**config.mk**
```make
export PLATFORM = sky130hd
export DESIGN_NAME = vga_mem_arbiter
export DESIGN_NICKNAME = d
export VERILOG_FILES = /design/src/rtl/vga_mem_arbiter.sv
export SDC_FILE = /design/constraint.sdc
export NUM_CORES = 1
export LEC_CHECK = 0
export CAP_MARGIN = 5
export CORE_MARGIN = 5
export CORE_UTILIZATION = 36
export DETAILED_ROUTE_END_ITERATION = 8
export PLACE_DENSITY = 0.9
export SYNTH_ARGS = -nofsm -noshare
export SYNTH_HDL_FRONTEND = slang
export SYNTH_SLANG_ARGS = --single-unit
```
**constraint.sdc**
```tcl
create_clock -name clk_i -period 1.6 [get_ports clk_i]
set_input_delay 0.16 -clock clk_i [delete_from_list [all_inputs] [get_ports clk_i]]
set_output_delay 0.16 -clock clk_i [all_outputs]
set_load 0.05 [all_outputs]
```
**src/rtl/vga_mem_arbiter.sv**
```systemverilog
// Single-port video memory arbiter: scanout has priority, and a starvation counter
// guarantees host progress. Read data is routed back one cycle after the grant.
module vga_mem_arbiter #(
  parameter int ADDR_WIDTH = 16,
  parameter int DATA_WIDTH = 32,
  parameter int MAX_WAIT   = 8
) (
  input  logic                  clk_i,
  input  logic                  arst_n_i,
  input  logic                  host_req_i,
  input  logic                  host_we_i,
  input  logic [ADDR_WIDTH-1:0] host_addr_i,
  input  logic [DATA_WIDTH-1:0] host_wdata_i,
  output logic                  host_gnt_o,
  output logic                  host_rvalid_o,
  output logic [DATA_WIDTH-1:0] host_rdata_o,
  input  logic                  scan_req_i,
  input  logic [ADDR_WIDTH-1:0] scan_addr_i,
  output logic                  scan_gnt_o,
  output logic                  scan_rvalid_o,
  output logic [DATA_WIDTH-1:0] scan_rdata_o,
  output logic                  mem_en_o,
  output logic                  mem_we_o,
  output logic [ADDR_WIDTH-1:0] mem_addr_o,
  output logic [DATA_WIDTH-1:0] mem_wdata_o,
  input  logic [DATA_WIDTH-1:0] mem_rdata_i
);

  typedef enum logic {SCAN_PRIO = 1'b0, HOST_PRIO = 1'b1} state_t;

  localparam logic [7:0] WAIT_MAX = 8'(MAX_WAIT);

  state_t                state;
  logic [7:0]            wait_cnt, wait_nxt;
  logic                  rd_vld, rd_host;
  logic [DATA_WIDTH-1:0] host_rdata_q, scan_rdata_q;

  // Grants are combinational; reset forces both low.
  always_comb begin
    host_gnt_o = 1'b0;
    scan_gnt_o = 1'b0;
    if (arst_n_i) begin
      if (state == HOST_PRIO) begin
        host_gnt_o = host_req_i;
        scan_gnt_o = scan_req_i & ~host_req_i;
      end else begin
        scan_gnt_o = scan_req_i;
        host_gnt_o = host_req_i & ~scan_req_i;
      end
    end
  end

  always_comb begin
    wait_nxt = wait_cnt;
    if (host_gnt_o)
      wait_nxt = 8'd0;
    else if (host_req_i && wait_cnt < WAIT_MAX)
      wait_nxt = wait_cnt + 8'd1;
  end

  // Switch on the same edge the count saturates, so the host wins the very next cycle.
  always_ff @(posedge clk_i or negedge arst_n_i) begin
    if (!arst_n_i) begin
      state        <= SCAN_PRIO;
      wait_cnt     <= 8'd0;
      rd_vld       <= 1'b0;
      rd_host      <= 1'b0;
      host_rdata_q <= '0;
      scan_rdata_q <= '0;
    end else begin
      wait_cnt <= wait_nxt;
      case (state)
        SCAN_PRIO: if (host_req_i && !host_gnt_o && wait_nxt == WAIT_MAX) state <= HOST_PRIO;
        HOST_PRIO: if (host_gnt_o || !host_req_i) state <= SCAN_PRIO;
        default:   state <= SCAN_PRIO;
      endcase
      rd_vld  <= mem_en_o & ~mem_we_o;
      rd_host <= host_gnt_o;
      if (host_rvalid_o) host_rdata_q <= mem_rdata_i;
      if (scan_rvalid_o) scan_rdata_q <= mem_rdata_i;
    end
  end

  // Return path: pass memory data through on the response cycle, hold it afterwards.
  assign host_rvalid_o = rd_vld & rd_host;
  assign scan_rvalid_o = rd_vld & ~rd_host;
  assign host_rdata_o  = host_rvalid_o ? mem_rdata_i : host_rdata_q;
  assign scan_rdata_o  = scan_rvalid_o ? mem_rdata_i : scan_rdata_q;

  assign mem_en_o    = host_gnt_o | scan_gnt_o;
  assign mem_we_o    = host_gnt_o & host_we_i;
  assign mem_addr_o  = scan_gnt_o ? scan_addr_i : host_addr_i;
  assign mem_wdata_o = host_wdata_i;

  a_gnt_onehot: assert property (@(posedge clk_i) disable iff (!arst_n_i)
    !(host_gnt_o && scan_gnt_o));
  a_host_addr_stable: assert property (@(posedge clk_i) disable iff (!arst_n_i)
    (host_req_i && !host_gnt_o) |=> $stable(host_addr_i));
  a_scan_addr_stable: assert property (@(posedge clk_i) disable iff (!arst_n_i)
    (scan_req_i && !scan_gnt_o) |=> $stable(scan_addr_i));
  a_rvalid_cause: assert property (@(posedge clk_i) disable iff (!arst_n_i)
    (host_rvalid_o || scan_rvalid_o) |-> $past(mem_en_o && !mem_we_o));

endmodule

```
Yosys cells after proc, flatten, opt, wreduce, memory -nomap -nowiden
Index checks and enable logic that the tools add are counted.
{ "totals": {"regBits": 75, "wordCells": 39, "input_bits": 101, "out_inout_bits": 118} }
{ "classes": {"n_bitwise": 12, "reduce_logical": 6, "n_eq_ne": 1, "order_cmp": 1, "n_mux": 12, "addsub": 1} }
{ "ops": {"columns": ["operator", "n"], "rows": [
  ["32-bit two-way mux", 2],
  ["16-bit two-way mux", 1],
  ["8-bit two-way mux", 2],
  ["8-bit by 1-bit adder with 8-bit output, second input constant", 1],
  ["8-bit by 4-bit == test with 1-bit output, second input constant", 1],
  ["8-bit by 4-bit < comparator with 1-bit output, second input constant", 1],
  ["1-bit bitwise AND", 6],
  ["1-bit two-way mux", 6],
  ["1-bit NOT", 5],
  ["1-bit logical AND", 3],
  ["1-bit zero test", 2],
  ["1-bit one-hot mux with 2 select lines", 1],
  ["1-bit logical OR", 1],
  ["1-bit OR", 1]
]} }

Logic depth before layout (Yosys ltp)
{ "depth": {"word_depth": 9, "mapped_depth": 5, "depth_no_buf": 4} }

Worst setup path before layout
Ideal clock, no wire load.
{ "synth_path": {"kind": "reg2out", "start": "register state", "end": "output port mem_we_o", "stages_incl_launch_ff": 5, "setup_slack_ns": -0.164, "t_required_ns": 1.440, "arrival_time_ns": 1.604, "n_path_buf": 0, "path_cell_list": "dfrtp_1 -> nand2b_1 -> nand3_1 -> inv_1 -> and2_1"} }
{ "synth_via": {"elab_chain_len": 3} }
{ "synth_lines": {"columns": ["item", "line", "rtl"], "rows": [
  ["start, declared", "33", "state_t state;"],
  ["start signal, assigned", "64", "state <= SCAN_PRIO;"],
  ["start signal, assigned", "73", "SCAN_PRIO: if (host_req_i && !host_gnt_o && wait_nxt == WAIT_MAX) state <= HOST_PRIO;"],
  ["start signal, assigned", "74", "HOST_PRIO: if (host_gnt_o || !host_req_i) state <= SCAN_PRIO;"],
  ["1-bit two-way mux", "43", "if (state == HOST_PRIO) begin"],
  ["1-bit two-way mux", "42", "if (arst_n_i) begin"],
  ["named net host_gnt_o", "14", "output logic host_gnt_o,"],
  ["1-bit bitwise AND", "91", "assign mem_we_o = host_gnt_o & host_we_i;"],
  ["end, declared", "23", "output logic mem_we_o,"]
]} }
The timed path passes the listed nets, and every way through them passes these cells.

Worst setup path after layout
{ "layout_path": {"start": "register rd_vld", "end": "output port host_rdata_o[8]"} }
{ "layout_via": {"elab_chain_len": 2} }
{ "layout_lines": {"columns": ["item", "line", "rtl"], "rows": [
  ["start, declared", "35", "logic rd_vld, rd_host;"],
  ["start signal, assigned", "77", "rd_vld <= mem_en_o & ~mem_we_o;"],
  ["1-bit bitwise AND", "85", "assign host_rvalid_o = rd_vld & rd_host;"],
  ["32-bit two-way mux", null, null],
  ["end, declared", "16", "output logic [DATA_WIDTH-1:0] host_rdata_o,"]
]} }
No other way between the ends.

==> impl_results.md <==
- Syn avg cell area: 14.1 um^2
- Max Root-Sink Buffers: 2
- Placer Congestion: 0.719
- Number of fill cells: 585
- Startpoint types: flop
- Worst min path class: in -> async
- Wire per inst: 21.1 um
- Die width: 106 um
- I/O pin cnt: 219
- GRT Util Overall: 17.9%
- Post-Synthesis Cells: 238
- Total Neg Setup Slack: -12.81 ns
- Worst hold slack: 0.212 ns
- Max_slew headroom: 43.5%
- Clk_lat worst skew: 0.34 ns
- H-tree depth: 3
- Syn. warnings: 0
- Tmin final: 1.81 ns
- First-pass GRT wire length: 15600 um
- Fraction of layout cells with a size suffix above 1: 56.0%
- Post-route setup slack: -0.206 ns
- Leading area contributor after synthesis: dfrtp_1
- Failing checks: setup timing
- Antenna Cells: 0
- DPL Wire Length: 7330 um
- Synth Area in Compound Gates: 1.94%
- Std-Cell Rows: 35
- Data arrival, critical path: 1.65 ns
- Crit path capture type: output pin
- Cell Area, Synth: 3350 um^2
- XOR/XNOR Fraction of Synth Area: 0.785%
- GR Overflow Total: 0
- CTS Sinks: 75
- Worst-margin pin slew: 0.847 ns
- Multi-input logic area: 1470 um^2
- Vias per cell: 4.94
- Final Setup Violations: 83
- Setup CP Type: reg -> out
- Initial DRC Count: 81
- Count of cell types in the netlist: 26
- Syn Nets: 340
- Pre-CTS setup slack: -0.176 ns
- DIE HEIGHT: 106 um
- Full die area: 11300 um^2
- Seq cells post-synth: 75
- Core ar.: 9150 um^2
- Post-Synth Adder-Cell Area: 0.374%
- Hold Violations, Final: 0
- Main combinational cell family by area after synthesis: multiplexers
- Drt total wl: 10600 um
- RSZ-0062 raised after global routing: true
- Synthesis-to-layout area growth: 87.7%
- Vias in the first global route: 2858
- PD cells: 1460 nW/um^2
- Initial Utilization: 36.6%
- Post-route ant nets: 0
- Clk pin slew, worst setup/hold paths: 0.08 ns
- Total iterations of the first detailed-routing run: 4
- CP required: 1.44 ns
- Fmax: 554 MHz
- Storage element area: 1880 um^2
- Synth Area in Simple Gates: 4.45%
- MaxCap Viol Count: 0
- Largest cells by area after synthesis: dfrtp_1 (56%), mux2_2 (27%), buf_4 (7.2%)
- Post-synthesis sequential area ratio: 56.1%
- Root Buffer: clkbuf_8
- PortBufs: 154
- Pleak: 0.00298 uW
- Status: complete, but fails checks
- Detailed-route via count: 2491
- # nets final: 490
- Final count of pins violating max slew: 0
- Layout Skew: 0.0132 ns
- Worst-path maximum fanout: 17
- Total CTS buffers: 9
- Mux share of post-synthesis cell area: 26.9%
- Largest net degree at the start of global routing: 68
- Drt drc: 0
- Antenna violations before repair: 0
- Final worst-path cycle share: 113%
- CTS tree: done
- VDD IR max: 0.000601 V
- Top cell type's share of synthesized area: 56.1%
## layout make-up
type                    count  share of cell area (%)
clock buffers              11                    2.25
clock inverters             5                   0.597
inverters                   5                   0.398
multi-input cells         117                    23.5
flip-flops and latches     75                    29.9
well taps                 111                    2.21
repair buffers            180                    41.2
## registers in the layout, summed over array words and instances, names as in the netlist
name and flops:
host_rdata_q 32, scan_rdata_q 32, wait_cnt 8, rd_host 1
rd_vld 1, state 1
## final timing paths
| check | cells after the start | slack (ns) | endpoint | start |
|---|---|---|---|---|
| worst max-delay path | 4 | -0.21 | host_rdata_o[8] | rd_vld |
| worst min-delay path | 3 | 0.21 | scan_rdata_q[27] | arst_n_i |
| worst max register to register | 8 | 0.07 | state | state |
| worst min register to register | 1 | 0.52 | scan_rdata_q[5] | scan_rdata_q[5] |
| max in group asynchronous | 3 | 0.83 | host_rdata_q[5] | arst_n_i |
| min in group clk_i | 0 | 0.32 | mem_wdata_o[3] | host_wdata_i[3] |
## logic make-up (layout without fill, tap and decap cells)
group | after synthesis | count (layout)
muxes | 80 | 80
DFF | 75 | 75
buffers and inverters | 46 | 201
and+or+nand+nor | 26 | 26
AOI/OAI and AO/OA | 7 | 7
xor gates and xnor gates | 3 | 3
adders and majority gates | 1 | 1
## routing by layer
layer,vias to the layer above,track usage (%),share of wire [%]
li1,1081,-,-
met1,1243,20.0,37
met2,128,31.8,54
met3,39,5.22,5.7
met4,0,7.58,3.3
met5,-,0,0
## where the power goes
group	internal (uW)	total, uW	switching (uW)
registers	2350	2530	178
logic	2640	5330	2700
clock network	612	1320	707
## repair_timing
item | 4_1_cts | 5_1_grt
setup endpoints to repair | 83 | 87
gates resized for setup | 80 | 43
pin swaps | 4 | 5
hold buffers | 1 | 0
buffers inserted | 8 | 5
gates cloned | 1 | 2
hold endpoints to repair | 8 | 0
## worst max-delay path, cell delays in order, from the launching register on
cell     delay [ns]
dfrtp_1        0.42
nand2_2        0.14
buf_12         0.19
mux2_2         0.39
buf_12         0.16
## Yosys cell counts
library cell / count
mux2_2: 80
dfrtp_1: 75
buf_4: 32
buf_2: 7
nand2_1: 6
and2_1: 5
inv_1: 5
nand3_1: 4
nor2_1: 4
buf_6: 2
nand2b_1: 2
xnor2_1: 2
a21oi_1: 1
a21oi_4: 1
a22o_1: 1
a31oi_1: 1
a32oi_1: 1
and2b_1: 1
and3_1: 1
ha_1: 1
nand4_1: 1
nor4_4: 1
o21bai_1: 1
o31ai_2: 1
or2_2: 1
xor2_1: 1
## layout by cell type, fill, tap and decap left out, types with 2 or more instances in the layout
master	Yosys	routed
nand3_1	4	3
mux2_4	0	72
inv_1	5	3
nand2_1	6	5
and2_1	5	4
buf_6	2	6
nand2b_4	0	2
clkinvlp_4	0	3
clkdlybuf4s50_1	0	66
xnor2_1	2	2
buf_12	0	72
buf_8	0	17
nor2_1	4	3
buf_4	32	16
mux2_2	80	8
clkbuf_8	0	10
dfrtp_1	75	75
## metrics by stage
| step | total power [uW] | instance area [um^2] | util (%) | cells |
|---|---|---|---|---|
| 6_report | 9180 | 6280 | 68.6 | 504 |
| 5_1_grt | 9530 | 6280 | 68.6 | 504 |
| 4_1_cts | 9030 | 6110 | 66.8 | 501 |
| 3_5_place_dp | 7460 | 5540 | 60.5 | 475 |
| 3_3_place_gp | 7320 | 5540 | 60.5 | 475 |
| 2_1_floorplan | 5180 | 3360 | - | 238 |
(Power assumes the default switching activity.)
==> RTL change: new RTL, same flow settings <==
Make the reset (`arst_n_i`) synchronous in one clocked block.
--- a/src/rtl/vga_mem_arbiter.sv
+++ b/src/rtl/vga_mem_arbiter.sv
@@ -60,5 +60,5 @@
 
   // Switch on the same edge the count saturates, so the host wins the very next cycle.
-  always_ff @(posedge clk_i or negedge arst_n_i) begin
+  always_ff @(posedge clk_i) begin
     if (!arst_n_i) begin
       state        <= SCAN_PRIO;
Formal check against the unedited RTL: differs if arst_n_i is asserted again (counterexample within 4 cycles, from zero or initial values and one cycle with arst_n_i low); with arst_n_i held inactive, the same outputs for 10 cycles.
==> RTL change against the unedited design <==
- the flow still finishes with violations (negative setup slack)
- routed wire length decreased by 4.0%
- critical path depth stayed put
- first-iteration DRC count down 3.7%
- area after synthesis up 1.6%
- design area decreased by 2.8%
- cell count grew 15%
- count of clock-buffer cells in the layout is the same
- non-clock buffer count down 6
- sequential cell count did not move
- setup slack improved by 120 ps
- critical endpoint is now mem_addr_o[9]
- largest cell class unchanged
Power is not compared: it rests on default switching activity, and its combinational part moved more than twofold at a synthesized area within 25%.
==> RTL change: results (changes against the unedited design) <==
* Vias in the first global route at 3058 (+7.0%)
* Final net count at 547 (+12%)
* Syn nets at 411 (+21%)
* Max-slew headroom at 0.7782 (+0.3428)
* Min-Delay Path Class: input port to flop
* Leakage at 2.801 nW
* Internal at 3.548 mW
* Sequential area share after synthesis at 0.4415 (-0.1192)
* Hpwl dp at 7339 um (+0.18%)
* Asr flop ratio synth at 0 (-1.000)
* DRT iter0 DRCs at 78 (-3.7%)
* Yosys cell types at 29 (+12%)
* Delay-heaviest family, CP: multiplexers
* Synthesis warning total at 0 (unchanged)
* Crit-path slowest cell: mux2_2
* GPL Wtd Cong at 0.7366 (+2.5%)
* Max incr delay on CP at 370 ps (-50 ps)
* Crit. Startpoint: state
* Outcome: finished, violations left
* Final WS setup at -85.88 ps (+120.2 ps)
* Clk_lat worst skew at 340 ps (about the same)
* Dominant cells by area after synthesis: dfxtp_1 44%, mux2_2 26%, and2_1 12%
* Combinational power at 1.69 mW
* Clk root buf: clkbuf_8
* Diode count at 0 (unchanged)
* Net switching power figure at 1.579 mW
* Buffers on Ports at 154 (unchanged)
* Layout Skew at 11.13 ps (-2.065 ps)
* Clk buf depth at 2 (unchanged)
* Crit path DAT at 1530 ps (-120 ps)
* First-pass GRT wire length at 15950 um (+2.1%)
* Fraction of layout cells with a size suffix above 1 at 0.4733 (-0.08646)
* Drt first pass iters at 4 (unchanged)
* Routed wire per std cell at 17.60 um (-16%)
* Setup Viol. Count Final at 81 (-2.4%)
* Max IR drop VDD at 0.4583 mV
* Placed cell areas at 5385 um2 (-2.8%)
* Ys flop type: dfxtp_1
* PostCTS Resize Cnt at 111 (+39%)
* Post-CTS Repair Setup Buffers at 5 (-3)
* Reg clk slew, reported paths at 70 ps
* Critical Path Fanout Max at 9 (-8)
* Violated checks: negative setup slack
* Worst R2R Start: wait_cnt[6]
* Clock Power Share at 0.287
* Top flop regs: host_rdata_q x32, scan_rdata_q x32, wait_cnt x8
* Gr usage total at 0.1764 (-0.002748)
* Clock buffer count from CTS at 9 (unchanged)
* Initial antenna violation count at 0 (unchanged)
* Via-per-instance ratio at 4.623 (-6.5%)
* Hold path start: arst_n_i
* Largest net degree at the start of global routing at 42 (-38%)
* Post-synth top cells: 79 x mux2_2, 75 x dfxtp_1, 65 x and2_1
* Max H-tree Level at 3 (unchanged)
RTL change: changes by cell type in the layout (fill, tap and decap cells not counted), sizes merged, moves of 3 or more:
cell / change
dfrtp: -75
and2: +60
and3: +3
dfxtp: +75
buf: -4
nand3: -3
RTL change: cell families after synthesis:
| family | Yosys count | share of synthesized area |
|---|---|---|
| and+or+nand+nor | 88 | 0.1608 |
| muxes | 82 | 0.2723 |
| xor gates and xnor gates | 2 | 0.005152 |
| DFF | 75 | 0.4415 |
| buffers and inverters | 55 | 0.1023 |
| adders and majority gates | 1 | 0.003679 |
| AOI/OAI and AO/OA | 6 | 0.01435 |
RTL change: cell type report:
| type | instances | area, um2 |
|---|---|---|
| clock inverter | 5 | 61.31 |
| tap | 129 | 161.4 |
| inverter | 6 | 22.52 |
| timing repair buffer | 174 | 2395 |
| multi-input combinational | 179 | 1818 |
| clock buffer | 11 | 141.4 |
| fill | 679 | 3136 |
| sequential | 75 | 1505 |
RTL change: stage by stage:
step	TNS, ps	std cells	worst slack [ps]
2_1_floorplan	0	309	82.27
3_3_place_gp	-1585	556	-114.0
3_5_place_dp	-2500	556	-236.9
4_1_cts	-7167	578	-156.0
5_1_grt	-9732	579	-151.1
6_report	-4492	579	-85.88
RTL change: path summary, 6_finish.rpt:
| kind | to | slack (ps) | cells after the start |
|---|---|---|---|
| hold / removal | state | 300 | 5 |
| setup / recovery | mem_addr_o[9] | -90 | 4 |
| setup reg to reg | state | 120 | 4 |
| hold reg to reg | wait_cnt[6] | 530 | 1 |
RTL change: metal layers:
layer  global-route usage  wire [um]  vias up
li1                     -          -     1256
met1               0.1849       3685     1278
met2               0.3222       5466      108
met3              0.06020        760       35
met4              0.06758        280        0
met5                    0          0        -
